==> src/rtl/audio_pkg.sv <==
// Shared types and constants for the audio playback sequencer.
package audio_pkg;

   localparam int unsigned AUDIO_DATA_W = 32;
   localparam int unsigned SONG_ADDR_W  = 16;
   localparam int unsigned ROM_LAT_DEF  = 2;
   localparam int unsigned LAT_CNT_W    = 3;

   typedef enum logic [1:0] {
      StIdle,
      StFetch,
      StWait,
      StWrite
   } seq_state_e;

endpackage

==> src/rtl/audio_sample_attenuator.sv <==
// Sample latch for the ROM read path; with AUDIO_SEQ_ATTEN_EN defined the sample is
// arithmetic-right-shifted by i_atten as it is latched.
module audio_sample_attenuator
   import audio_pkg::*;
#(
   parameter int unsigned DATA_W = AUDIO_DATA_W
) (
   input  logic              i_clk,
   input  logic              i_rst_n,
   input  logic              i_load,
   input  logic [DATA_W-1:0] i_data,
`ifdef AUDIO_SEQ_ATTEN_EN
   input  logic [2:0]        i_atten,
`endif
   output logic [DATA_W-1:0] o_sample
);

   logic [DATA_W-1:0] w_shifted;
   logic [DATA_W-1:0] r_sample;

`ifdef AUDIO_SEQ_ATTEN_EN
   // Samples are two's complement, so the shift must preserve the sign.
   assign w_shifted = $unsigned($signed(i_data) >>> i_atten);
`else
   assign w_shifted = i_data;
`endif

   always_ff @(posedge i_clk or negedge i_rst_n) begin
      if (!i_rst_n) begin
         r_sample <= '0;
      end else if (i_load) begin
         r_sample <= w_shifted;
      end
   end

   assign o_sample = r_sample;

endmodule

==> src/rtl/audio_playback_sequencer.sv <==
// Walks a song ROM address range and feeds each sample exactly once into the audio FIFO.
// Optional AUDIO_SEQ_ATTEN_EN adds an i_atten port that attenuates samples as they are latched.
module audio_playback_sequencer
   import audio_pkg::*;
#(
   parameter int unsigned ADDR_W  = SONG_ADDR_W,
   parameter int unsigned DATA_W  = AUDIO_DATA_W,
   parameter int unsigned ROM_LAT = ROM_LAT_DEF
) (
   input  logic              i_clock_50,
   input  logic              i_resetn,
   input  logic              i_play,
   input  logic              i_stop,
   input  logic              i_pause,
   input  logic              i_loop_en,
   input  logic [ADDR_W-1:0] i_start_addr,
   input  logic [ADDR_W-1:0] i_end_addr,
`ifdef AUDIO_SEQ_ATTEN_EN
   input  logic [2:0]        i_atten,
`endif
   output logic [ADDR_W-1:0] o_rom_address,
   input  logic [DATA_W-1:0] i_rom_q,
   input  logic              i_audio_out_allowed,
   output logic [DATA_W-1:0] o_left_channel_audio_out,
   output logic [DATA_W-1:0] o_right_channel_audio_out,
   output logic              o_write_audio_out,
   output logic              o_busy,
   output logic              o_done,
   output logic              o_err
);

   seq_state_e           r_state, w_state_nxt;
   logic [ADDR_W-1:0]    r_start, w_start_nxt;
   logic [ADDR_W-1:0]    r_end, w_end_nxt;
   logic [ADDR_W-1:0]    r_addr, w_addr_nxt;
   logic [ADDR_W-1:0]    r_rom_address, w_rom_address_nxt;
   logic [LAT_CNT_W-1:0] r_cnt, w_cnt_nxt;
   logic [DATA_W-1:0]    r_chan;
   logic                 r_write, w_write_nxt;
   logic                 r_done, w_done_nxt;
   logic                 r_err, w_err_nxt;
   logic                 w_load;
   logic [DATA_W-1:0]    w_sample;

   audio_sample_attenuator #(
      .DATA_W (DATA_W)
   ) u_atten (
      .i_clk    (i_clock_50),
      .i_rst_n  (i_resetn),
      .i_load   (w_load),
      .i_data   (i_rom_q),
`ifdef AUDIO_SEQ_ATTEN_EN
      .i_atten  (i_atten),
`endif
      .o_sample (w_sample)
   );

   always_comb begin
      w_state_nxt       = r_state;
      w_start_nxt       = r_start;
      w_end_nxt         = r_end;
      w_addr_nxt        = r_addr;
      w_rom_address_nxt = r_rom_address;
      w_cnt_nxt         = '0;
      w_write_nxt       = 1'b0;
      w_done_nxt        = 1'b0;
      w_err_nxt         = 1'b0;
      w_load            = 1'b0;

      unique case (r_state)
         StIdle: begin
            if (i_play && !i_stop) begin
               if (i_start_addr <= i_end_addr) begin
                  w_start_nxt       = i_start_addr;
                  w_end_nxt         = i_end_addr;
                  w_addr_nxt        = i_start_addr;
                  w_rom_address_nxt = i_start_addr;
                  w_state_nxt       = StFetch;
               end else begin
                  w_err_nxt = 1'b1;
               end
            end
         end
         StFetch: begin
            // Count covers ROM_LAT cycles from the address change, then rom_q is valid.
            if (r_cnt == LAT_CNT_W'(ROM_LAT)) begin
               w_load      = 1'b1;
               w_state_nxt = StWait;
            end else begin
               w_cnt_nxt = r_cnt + LAT_CNT_W'(1);
            end
         end
         StWait: begin
            if (i_audio_out_allowed && !i_pause) begin
               w_write_nxt = 1'b1;
               w_state_nxt = StWrite;
            end
         end
         StWrite: begin
            if (r_addr != r_end) begin
               w_addr_nxt        = r_addr + ADDR_W'(1);
               w_rom_address_nxt = r_addr + ADDR_W'(1);
               w_state_nxt       = StFetch;
            end else if (i_loop_en) begin
               w_addr_nxt        = r_start;
               w_rom_address_nxt = r_start;
               w_state_nxt       = StFetch;
            end else begin
               w_done_nxt  = 1'b1;
               w_state_nxt = StIdle;
            end
         end
         default: w_state_nxt = StIdle;
      endcase

      // A write already in flight completes; everything after it is cancelled.
      if (i_stop) begin
         w_state_nxt = StIdle;
         w_write_nxt = 1'b0;
         w_done_nxt  = 1'b0;
         w_cnt_nxt   = '0;
         w_load      = 1'b0;
      end
   end

   always_ff @(posedge i_clock_50 or negedge i_resetn) begin
      if (!i_resetn) begin
         r_state       <= StIdle;
         r_start       <= '0;
         r_end         <= '0;
         r_addr        <= '0;
         r_rom_address <= '0;
         r_cnt         <= '0;
         r_chan        <= '0;
         r_write       <= 1'b0;
         r_done        <= 1'b0;
         r_err         <= 1'b0;
      end else begin
         r_state       <= w_state_nxt;
         r_start       <= w_start_nxt;
         r_end         <= w_end_nxt;
         r_addr        <= w_addr_nxt;
         r_rom_address <= w_rom_address_nxt;
         r_cnt         <= w_cnt_nxt;
         r_write       <= w_write_nxt;
         r_done        <= w_done_nxt;
         r_err         <= w_err_nxt;
         if (w_write_nxt) begin
            r_chan <= w_sample;
         end
      end
   end

   assign o_rom_address             = r_rom_address;
   assign o_left_channel_audio_out  = r_chan;
   assign o_right_channel_audio_out = r_chan;
   assign o_write_audio_out         = r_write;
   assign o_busy                    = (r_state != StIdle);
   assign o_done                    = r_done;
   assign o_err                     = r_err;

endmodule

==> config.mk <==
export PLATFORM = sky130hd
export DESIGN_NAME = audio_playback_sequencer
export DESIGN_NICKNAME = d
export VERILOG_FILES = /design/src/rtl/audio_pkg.sv /design/src/rtl/audio_sample_attenuator.sv /design/src/rtl/audio_playback_sequencer.sv
export SDC_FILE = /design/constraint.sdc
export NUM_CORES = 1
export LEC_CHECK = 0
export ABC_CLOCK_PERIOD_IN_PS = 4780
export CAP_MARGIN = 30
export CORE_MARGIN = 3
export CORE_UTILIZATION = 32
export CTS_BUF_LIST = sky130_fd_sc_hd__clkbuf_4
export DETAILED_ROUTE_END_ITERATION = 6
export PLACE_DENSITY_LB_ADDON = 0.12
export SYNTH_ARGS = -nofsm -noshare
export SYNTH_HDL_FRONTEND = slang
export SYNTH_SLANG_ARGS = --single-unit
==> constraint.sdc <==
create_clock -name i_clock_50 -period 4.78 [get_ports i_clock_50]
set_clock_uncertainty 0.15 [all_clocks]
set_input_delay 0.956 -clock i_clock_50 [delete_from_list [all_inputs] [get_ports i_clock_50]]
set_output_delay 0.956 -clock i_clock_50 [all_outputs]
set_load 0.01 [all_outputs]
-- Word-level counts from Yosys, hierarchy flattened
Index checks and enable logic that the tools add are counted.
- bits in registers: 120
- latch bits: 0
- RAM bits: 0
- memory bits (read-only): 0
- input bits: 71
- output and inout bits: 84
- memories kept: 0
- add/subtract/negate cells: 2
- multiply operators: 0
- div/mod/pow operators: 0
- order comparisons: 1
- equal/unequal tests: 12
- shifts and indexed selects: 0
- muxes and demuxes: 29
- bitwise logic cells: 0
- reductions and logical operators: 10
- operators by type and width (operator ; number):
    $mux W16 ; 4
    $pmux W16 S2 ; 1
    $add A16 B1 Y16 const B ; 1
    $le A16 B16 Y1 ; 1
    $ne A16 B16 Y1 ; 1
    $mux W1 ; 15
    $ne A3 B3 Y1 const B ; 5
    $mux W2 ; 5
    $mux W3 ; 3
    $pmux W2 S4 ; 1
    $reduce_and A4 Y1 ; 2
    $eq A2 B2 Y1 const B ; 2
    $ne A2 B2 Y1 const B ; 2
    $reduce_bool A2 Y1 ; 2
    $add A3 B1 Y3 const B ; 1
    $eq A3 B2 Y1 const B ; 1
    $reduce_and A3 Y1 ; 1
    $eq A2 B1 Y1 const B ; 1
    $logic_and A1 B1 Y1 ; 2
    $logic_not A1 Y1 ; 2
    $logic_not A2 Y1 ; 1

-- Longest topological paths before layout
- word-level depth: 5
- mapped depth: 9

-- Modules after synthesis
A second synthesis with hierarchy kept.
- cell total of the unflattened synthesis: 503
- area total of the unflattened synthesis: 6293.5 sq um
- by module, submodules not included (module ; times used ; cells each ; area each (sq um)):
    audio_playback_sequencer ; 1 ; 435 ; 4948.5
    audio_sample_attenuator ; 1 ; 68 ; 1345.0

-- Worst setup path after synthesis
No wires, ideal clock.
- path type: input-to-reg
- start point: input i_end_addr[14]
- end point: register r_rom_address[10], in the netlist o_rom_address[10]
- setup time: 0.125 ns
- arrival: 2.949 ns
- required time: 4.505 ns
- setup slack: 1.556 ns
- stages on the path: 9
- buffers on the path: 1
- cells stage by stage: inv_1 ha_1 nand4_2 or4_4 nand2_2 a31oi_4 a221oi_4 buf_12 mux2_4
- longest elaborated chain between the ends: 3
- RTL lines (what ; RTL line ; source):
    from (decl) ; audio_playback_sequencer.sv:17 ; input logic [ADDR_W-1:0] i_end_addr,
    $le A16 B16 Y1 ; audio_playback_sequencer.sv:73 ; if (i_start_addr <= i_end_addr) begin
    $ne A2 B2 Y1 (no source line) ; - ;
    $reduce_and A4 Y1 (no source line) ; - ;
    to (signal assigned) ; audio_playback_sequencer.sv:143 ; r_rom_address <= w_rom_address_nxt;
    to (decl) ; audio_playback_sequencer.sv:36 ; logic [ADDR_W-1:0] r_rom_address, w_rom_address_nxt;
Every way passes these cells.
A chain may end at the register's enable or synchronous reset.

-- Final worst setup path
- start point: input i_end_addr[9]
- end point: register r_rom_address[0], in the netlist o_rom_address[0]
The elaborated chain is that of the path after synthesis.

==> results.toml <==
[clock_network]
post_cts_buffers = 0
cts_buffer_depth = 2
cts_tree = "done"
clk_latency_ps = 510
postCtsResizedCells = 0
cts_root_buffer = "clkbuf_4"
cts_sinks = 120
cts_inserted_buffers = 17
cts_hold_buffers = 0
cts_max_level = 4
clk_pin_slew_worst_paths_ps = 120

[sta]
final_max_slew_viol_count = 0
finalSetupViolations = 0
fin_tns_setup_ps = 0
slew_headroom_pct = 49.7
min_period_ps = 3430
fmax_mhz = 291
finalHoldViolations = 0
rsz0062_at_grt = "false"
worstMarginPinSlew_ps = 754
period_share_pct = 71.8

[worst_setup_path]
max_stage_delay_ps = 610
arrival_ps = 3680
crit_type = "in2reg"
worstPathCellList = "clkdlybuf4s50_1 > inv_1 > ha_1 > nand4_1 > or4_4 > nand2_2 > a31oi_4 > a221oi_4 > buf_4 > mux2_2"
cp_slowest_cell = "or4_4"
critPathLaunchType = "input pin"
crit_path_max_fanout = 16
required_ps = 5030
cp-end-kind = "register"

[grt]
grt-ovfl-total = 0
antenna_found_initial = 1
grt_pass1_wl_um = 22500
grt_pass1_vias = 4231
grtUsageTotal_pct = 14.1
grt_max_degree = 59

[cells_and_area]
drive_above_1_share_pct = 24.9
nets = 726
fillers = 1748
areaGrowthSynthToFinish_pct = 30.7
seq_area_mm2 = 0.00300
multi_input_area_mm2 = 0.00263
final_common_cell = "clkdlybuf4s50_1"
most-common-layout-cells = "153 x clkdlybuf4s50_1, 120 x dfrtp_1, 105 x mux2_2"
fin_cells = 877

[die]
ios = 155
fp.dieW_um = 144
core-area_mm2 = 0.0183
core.rowCount = 49
die_area_mm2 = 0.0208
start_util_pct = 33.3
die-height_um = 144

[yosys]
syn_area_mm2 = 0.00611
synth_top_family_by_area = "multiplexers"
ys_warn_count = 0
ys_seq_elements = 120
synth_flop_cell = "dfrtp_1"
synthesis.instances = 502
post_synth.cell_area_avg_um2 = 12.2
syn_nets = 595
synth.distinct_cells = 40
yosys.area_share.simple_pct = 7.07
synthAdderAreaFrac_pct = 4.51
synth_mux_area_share_pct = 22.1
yosys.area_share.xor_xnor_pct = 4.45
async_flop_share_pct = 100
synth_enable_flop_cells = 0
yosysSeqAreaShare_pct = 49.2
synth_compound_area_share_pct = 4.88

[placement]
io_buffer_count = 154
dp_hpwl_um = 10800
routabilityCongestion = 0.758
dp_cells = 843

[route]
ant_nets = 0
drc = 0
vias = 4168
viasPerCell = 4.75
post_drt_wl_per_cell_um = 16.6
routed.top_layer = "met4"
wl_met1_um = 6540
drt-pass1-iter-count = 4
dr_wl_met2_um = 6990
drt_iter0_markers = 143
drt_wl_total_um = 14600
wl_met3_um = 864

[power_and_ir_drop]
p_per_area_mw_per_mm2 = 428
ir_drop_mv = 0.210
power.total_uw = 3420
power.leakage_uw = 0.00357

[outcome]
status = "finished, final reports clean"

[job]
maxCapViolCount = 0

[hold_path]
hp-class = "in2async"
[Yosys cell counts, types with 4 or more instances]
cell type / number / area [um^2]
nor4_1: 8 / 50.1
nand4_1: 7 / 43.8
inv_1: 37 / 139
mux2i_1: 6 / 60.1
mux2_2: 105 / 1180
clkbuf_1: 11 / 41.3
xnor2_1: 4 / 35.0
nor3_1: 5 / 25.0
mux2_4: 7 / 105
nand2_1: 27 / 101
o21ai_0: 4 / 20.0
nand3_1: 18 / 90.1
o221ai_1: 12 / 105
buf_4: 35 / 263
ha_1: 22 / 275
xor2_1: 27 / 236
a21oi_1: 11 / 55.1
nor2_1: 10 / 37.5
dfrtp_1: 120 / 3000
[registers in the layout, indices dropped and copies added (netlist names)]
register                  flops
o_done                        1
o_err                         1
o_left_channel_audio_out     32
o_rom_address                16
o_write_audio_out             1
r_cnt                         3
r_end                        16
r_start                      16
r_state                       2
u_atten.o_sample             32
[stage by stage]
| step | hold WS [ps] | instance area (um^2) | utilization (%) | setup slack, ps |
|---|---|---|---|---|
| 4_1_cts | 334 | 7970 | 43.5 | 1390 |
| 6_report | 344 | 7980 | 43.5 | 1350 |
| 3_5_place_dp | 337 | 7670 | 41.8 | 807 |
| 2_1_floorplan | 324 | 6110 | - | 1560 |
| 3_3_place_gp | 330 | 7670 | 41.8 | 833 |
| 5_1_grt | 341 | 7980 | 43.5 | 1290 |
[per-layer routing]
layer,GRT usage [%],vias to the layer above
met5,0,-
met4,3.83,0
met3,4.20,9
met2,22.6,92
met1,18.6,2066
li1,-,2001
[worst max-delay path: cells and delay by family]
family / cells / cell delay, ps
AND/OR/NAND/NOR: 3 / 960
buffers and inverters: 3 / 860
adder cells (fa/ha/maj): 1 / 290
AO/OA/AOI/OAI: 2 / 240
multiplexers: 1 / 370
[cell families after synthesis]
group	after synthesis
compound gates	37
mux	118
flops	120
simple gates	86
xor+xnor	31
fa+ha+maj	22
buf+inv	88
[worst paths after layout]
path	slack, ps	startpoint	endpoint	depth (start not counted)
min in group i_clock_50	360	u_atten.o_sample[26]$_DFFE_PN0P_	o_left_channel_audio_out[26]$_DFFE_PN0P_	1
hold reg to reg	360	u_atten.o_sample[26]$_DFFE_PN0P_	o_left_channel_audio_out[26]$_DFFE_PN0P_	1
max in group asynchronous	3100	i_resetn	o_left_channel_audio_out[20]$_DFFE_PN0P_	2
setup / recovery	1350	i_end_addr[9]	o_rom_address[0]$_DFFE_PN0P_	10
hold / removal	340	i_resetn	o_rom_address[9]$_DFFE_PN0P_	1
setup reg to reg	2110	o_rom_address[2]$_DFFE_PN0P_	o_rom_address[14]$_DFFE_PN0P_	7
[power breakdown]
part	leakage, uW	total (uW)	internal [uW]	switching [uW]
Sequential	0.00157	1550	1280	269
Clock	0.000156	770	364	406
Combinational	0.00185	1100	630	467
Total	0.00357	3420	2270	1140
[cell type report]
type / instances / share of cell area (%)
diodes: 2 / 0.0627
clock buffers: 17 / 1.60
clock inverters: 15 / 2.24
inverters: 37 / 1.74
multi-input cells: 294 / 33.0
flip-flops and latches: 120 / 37.6
well taps: 229 / 3.59
repair buffers: 163 / 20.1
Note: power is estimated with default switching activity, not from simulation.
